===== src/rtl/if_sequencer.sv =====
// Instruction-fetch sequencer: one prioritised decision per cycle (branch > stall > jr/j > exception > irq),
// plus the pending-exception latch, post-trap irq holdoff and a sticky runaway-stall watchdog.
module if_sequencer #(
  parameter int unsigned HOLDOFF   = 3,
  parameter int unsigned STALL_MAX = 15
) (
  input  logic       clk,
  input  logic       rst_n,
  input  logic       branch_taken,
  input  logic       jump_id,
  input  logic       jr_id,
  input  logic       jr_hazard,
  input  logic       load_use_hazard,
  input  logic       irq,
  input  logic       exception,
  input  logic       kernel_mode,
  output logic       PC_IF_ID_Write,
  output logic [2:0] select_PC_next,
  output logic [1:0] status,
  output logic       irq_ack,
  output logic       exc_pending,
  output logic       stall_timeout
);

  localparam logic [3:0] HOLDOFF_LD = 4'(HOLDOFF);
  localparam logic [7:0] STALL_LAST = 8'(STALL_MAX - 1);

  logic       exc_pending_q, exc_pending_d;
  logic [3:0] holdoff_q, holdoff_d;
  logic [7:0] stall_cnt_q, stall_cnt_d;
  logic       stall_timeout_q, stall_timeout_d;

  logic stall_cyc, redirect, exc_take, irq_take;

  always_comb begin
    stall_cyc = ~branch_taken & (load_use_hazard | (jr_id & jr_hazard));
    redirect  = branch_taken | stall_cyc | jr_id | jump_id;
    exc_take  = ~redirect & (exc_pending_q | exception);
    irq_take  = ~redirect & ~exc_take & irq & ~kernel_mode & (holdoff_q == 4'd0);
  end

  // Outputs are held quiet while reset is asserted, independent of the inputs.
  always_comb begin
    PC_IF_ID_Write = 1'b0;
    select_PC_next = 3'b000;
    status         = 2'b00;
    irq_ack        = 1'b0;
    if (rst_n) begin
      PC_IF_ID_Write = ~stall_cyc;
      if (branch_taken)      select_PC_next = 3'b100;
      else if (stall_cyc)    select_PC_next = 3'b000;
      else if (jr_id)        select_PC_next = 3'b001;
      else if (jump_id)      select_PC_next = 3'b010;
      status  = {irq_take, exc_take};
      irq_ack = irq_take;
    end
  end

  always_comb begin
    exc_pending_d = exc_take ? 1'b0 : (exc_pending_q | exception);

    if (exc_take | irq_take)     holdoff_d = HOLDOFF_LD;
    else if (holdoff_q != 4'd0)  holdoff_d = holdoff_q - 4'd1;
    else                         holdoff_d = holdoff_q;

    if (!stall_cyc)                 stall_cnt_d = 8'd0;
    else if (stall_cnt_q == 8'hFF)  stall_cnt_d = stall_cnt_q;
    else                            stall_cnt_d = stall_cnt_q + 8'd1;

    stall_timeout_d = stall_timeout_q | (stall_cyc & (stall_cnt_q == STALL_LAST));
  end

  always_ff @(posedge clk or negedge rst_n) begin
    if (!rst_n) begin
      exc_pending_q   <= 1'b0;
      holdoff_q       <= 4'd0;
      stall_cnt_q     <= 8'd0;
      stall_timeout_q <= 1'b0;
    end else begin
      exc_pending_q   <= exc_pending_d;
      holdoff_q       <= holdoff_d;
      stall_cnt_q     <= stall_cnt_d;
      stall_timeout_q <= stall_timeout_d;
    end
  end

  assign exc_pending   = exc_pending_q;
  assign stall_timeout = stall_timeout_q;

endmodule


===== config.mk =====
export PLATFORM = sky130hd
export DESIGN_NAME = if_sequencer
export DESIGN_NICKNAME = d
export VERILOG_FILES = /design/src/rtl/if_sequencer.sv
export SDC_FILE = /design/constraint.sdc
export NUM_CORES = 1
export LEC_CHECK = 0
export CAP_MARGIN = 20
export CORE_AREA = 8 8 52 54
export DETAILED_ROUTE_END_ITERATION = 12
export DIE_AREA = 0 0 60 62
export PLACE_DENSITY_LB_ADDON = 0.08
export SYNTH_ARGS = -nofsm -noshare
export SYNTH_HDL_FRONTEND = slang
export SYNTH_SLANG_ARGS = --single-unit
export TNS_END_PERCENT = 100

===== constraint.sdc =====
create_clock -name clk -period 4 [get_ports clk]
set_input_delay 0.8 -clock clk [delete_from_list [all_inputs] [get_ports clk]]
set_output_delay 0.8 -clock clk [all_outputs]
set_load 0.005 [all_outputs]

Word-level counts from Yosys, hierarchy flattened
Index checks and enable logic that the tools add are counted.
- bits of input ports: 10
- register bits: 14
- logic and storage cells: 45
- equal/unequal tests: 3
- $add $sub $neg: 2
- reductions and logical operators: 3
- bitwise logic cells: 20
- multiplexer cells: 13
- operators by type and width (operator ; number):
    $mux 8 ; 2
    $add 8x1->8 const B ; 1
    $and 1x1->1 ; 8
    $eq 8x4->1 const B ; 1
    $eq 8x8->1 const B ; 1
    $mux 2 ; 4
    $mux 4 ; 2
    $or 1x1->1 ; 7
    $mux 3 ; 2
    $not 1->1 ; 5
    $logic_not 4->1 ; 1
    $reduce_bool 4->1 ; 1
    $sub 4x1->4 const B ; 1
    $mux 1 ; 3
    $ne 2x2->1 const B ; 1
    $reduce_bool 2->1 ; 1

Logic depth before layout (Yosys ltp)
- word-level depth: 15
- mapped depth: 6

Least setup slack after synthesis
No wires, ideal clock.
- path type: input to output
- start point: in branch_taken
- end point: out status[1]
- data required time: 3200 ps
- cell stages on the path: 4
- slack: 1521 ps
- arrival: 1679 ps
- cell sequence: nor4_2 > nand2_1 > nor4_2 > buf_4
- longest elaborated chain between the ends: 13
- ends and longest elaborated chain (what ; RTL line ; text):
    start: declaration ; 9 ; input logic branch_taken,
    $not 1->1 ; 36 ; stall_cyc = ~branch_taken & (load_use_hazard | (jr_id & jr_hazard));
    $and 1x1->1 ; 36 ;
    $or 1x1->1 * (3 in series) ; 37 ; redirect = branch_taken | stall_cyc | jr_id | jump_id;
    $not 1->1 * ; 38, 39 ;
    $and 1x1->1 ; 38 ; exc_take = ~redirect & (exc_pending_q | exception);
    $not 1->1 ; 39 ; irq_take = ~redirect & ~exc_take & irq & ~kernel_mode & (holdoff_q == 4'd0);
    $and 1x1->1 * (4 in series) ; 39 ;
    $mux 2 * ; 48 ; if (rst_n) begin
    end: declaration ; 19 ; output logic [1:0] status,
Mark *: on every way between the ends. The rest lies on a longest branch, timed or not.

Worst setup path after layout
- start point: in branch_taken
- end point: out irq_ack
- longest elaborated chain between the ends: 13
- ends and longest elaborated chain (what ; RTL line ; text):
    $not 1->1 ; 36 ;
    $and 1x1->1 ; 36 ;
    $or 1x1->1 * (3 in series) ; 37 ;
    $not 1->1 * ; 38, 39 ;
    $and 1x1->1 ; 38 ;
    $not 1->1 ; 39 ;
    $and 1x1->1 * (4 in series) ; 39 ;
    $mux 1 * ; 48 ;
    end: declaration ; 20 ; output logic irq_ack,
Marked as above.

==> run metrics <==
final setup TNS=0 ns; largest family of logic cells by synthesized area=simple AND/OR/NAND/NOR gates; ANT cells=0; XOR/XNOR Fraction of Synth Area=1.97%; global route overflow=0; Cell variety after synth=39; FILL cells=170; Inserted Clock Buffers=3; post-layout util=59.0%; Setup crit start kind=input port; multiplexer share of the synthesized area=2.25%; Worst-Margin Slew=0.438 ns; Synth Warn #=0; hold_buf cts=0; wire length per cell=13.4 um; height of the die=62 um; Total GRT Usage=10.5%; final hold vios=0; max cap viols=0; pwr/cell area=365 nW/um^2; Worst Skew=0.00207 ns; vias in the first global route=699; Synth Area in Simple Gates=32.3%; TritonRoute pass-1 iters=4; Layout Nets=125; post-CTS setup buffer count=0; data arrival time of the worst path=2.69 ns; Mean Syn Cell Area=9.76 um^2; syn nets=105; num ports=19; asr flop ratio synth=100%; first-pass GRT wire length=2930 um; WS Path Type=in -> out; compound-cell area share of the yosys netlist=14.1%; Row Count=16; f_max=287 MHz; Critical Path Sink Type=output pin; CTS max path bufs=2; Static Leakage=0.445 nW; die width=60 um; initial antenna violation count=0; Post-Syn Area=888 um^2; Routed Wire Length=1840 um; Worst-path clk slew=0.08 ns; Reg area=350 um^2; final period utilization=87.2%; status=completed; Area Overhead vs Synth=26.3%; Post-synth EDFFs=0; Critical Path Fanout Max=9; antenna-violating nets left=0; root buf cell=clkbuf_4; CTS tree=done; worst hold margin=0.503 ns; sequential-to-total area share from yosys stat=39.4%; Worst-Skew Late Latency=0.28 ns; gp weighted congestion=0.739; top_reg_cell synth=dfrtp_1; worst IR drop on VDD=0.000196 V; die area=3720 um^2; initial drt markers=23; max_slew headroom=70.7%; cts repair resizes=0; Post-Syn Instances=91; setup violators final=0; worst endpoint required time=3.20 ns; Port Buffer Count=18; Num Clock Sinks=14; final slew viol count=0; CTS H-tree depth=1; core footprint=1900 um^2; RSZ-0062 raised after global routing=false; pin count of the biggest net entering global routing=11; DP HPWL=1460 um; FF+latch count, synth=14; Post-Synth Adder-Cell Area=5.63%; PnR worst setup slack=0.510 ns; Via-to-Cell Ratio=5.41; fin crit period=3.49 ns; area of the multi-input gates=499 um^2; Initial Utilization=46.7%; pre-CTS setup slack=0.494 ns; Hold WC Path Type=reg -> reg; total number of vias=741; DRC Markers=0; share of cells above drive strength 1=11.8%
## sequential cells by signal, summed over array words and instances (netlist names)
| name | cells |
|---|---|
| stall_cnt_q | 8 |
| holdoff_q | 4 |
| exc_pending | 1 |
| stall_timeout | 1 |
## logic make-up (layout without fill, tap and decap cells)
kind of cell               count (synthesis)  in the layout
adders and majority gates                  4              4
DFF                                       14             14
and+or+nand+nor                           45             45
AOI/OAI and AO/OA                         16             16
buffers and inverters                      8             27
xor gates and xnor gates                   2              2
muxes                                      2              2
## stage by stage
step	total power [mW]	std cells	area, um^2
floorplan	0.274	91	888
global placement	0.311	133	1090
detailed placement	0.317	133	1090
CTS	0.421	137	1120
global route	0.441	137	1120
finish	0.410	137	1120
## worst max-delay path, cell delays in order
cell             delay [ns]
clkdlybuf4s50_1        0.54
nor4_2                 0.40
nand2_1                0.13
nor4_2                 0.27
clkdlybuf4s50_1        0.55
## layout by cell type, fill, tap and decap left out, types with 2 or more instances in the layout
cell type / Yosys / final
o21bai_1: 2 / 2
nor4_2: 2 / 2
dfrtp_1: 14 / 14
a21oi_1: 5 / 5
xnor2_1: 2 / 2
inv_1: 4 / 4
or3b_1: 2 / 2
nand2_1: 7 / 7
mux2i_1: 2 / 2
nand3_1: 4 / 4
nor3_1: 4 / 4
clkdlybuf4s50_1: 0 / 18
a21o_1: 2 / 2
nor2_1: 7 / 7
nor3b_1: 4 / 4
clkbuf_4: 0 / 3
ha_1: 4 / 4
nand3b_1: 2 / 2
## final timing paths
kind	startpoint	endpoint	slack, ns	depth (start not counted)
max in group asynchronous	rst_n	stall_cnt_q[2]	2.69	2
max reg2reg	stall_cnt_q[0]	stall_cnt_q[7]	2.47	4
max	branch_taken	irq_ack	0.51	5
min	stall_timeout	stall_timeout	0.50	1
min reg2reg	stall_timeout	stall_timeout	0.50	1
min in group asynchronous	rst_n	holdoff_q[0]	0.83	1
## report_power, final
part / leakage [nW] / internal, mW / switching (mW) / total [mW]
clock network: 0.0210 / 0.0554 / 0.0437 / 0.0991
logic: 0.243 / 0.0663 / 0.0572 / 0.123
registers: 0.181 / 0.166 / 0.0214 / 0.187
total: 0.445 / 0.288 / 0.122 / 0.410
## final cells by class
type | instances | share of cell area, %
multi-input combinational | 69 | 44.5
sequential | 14 | 31.2
timing repair buffer | 19 | 16.7
clock buffer | 4 | 3.23
tap | 27 | 3.01
inverter | 4 | 1.34
## per-layer routing
metal	GRT usage [%]	vias to the layer above	share of wire, %
li1	-	373	-
met1	10.7	349	41
met2	20.0	15	53
met3	2.26	4	5.2
met4	5.10	0	1.4
met5	0	-	0
## synth_stat cells (2+ instances only)
master	count	area share [%]
a21o_1	2	1.7
nor3_1	4	2.3
a21oi_1	5	2.8
o21bai_1	2	1.7
nand2_1	7	3.0
nor3b_1	4	3.4
mux2i_1	2	2.3
xnor2_1	2	2.0
nand3_1	4	2.3
nand3b_1	2	1.7
nor2_1	7	3.0
buf_4	2	1.7
inv_1	4	1.7
dfrtp_1	14	39
ha_1	4	5.6
or3b_1	2	2.0
nor4_2	2	2.8
(Power assumes the default switching activity.)
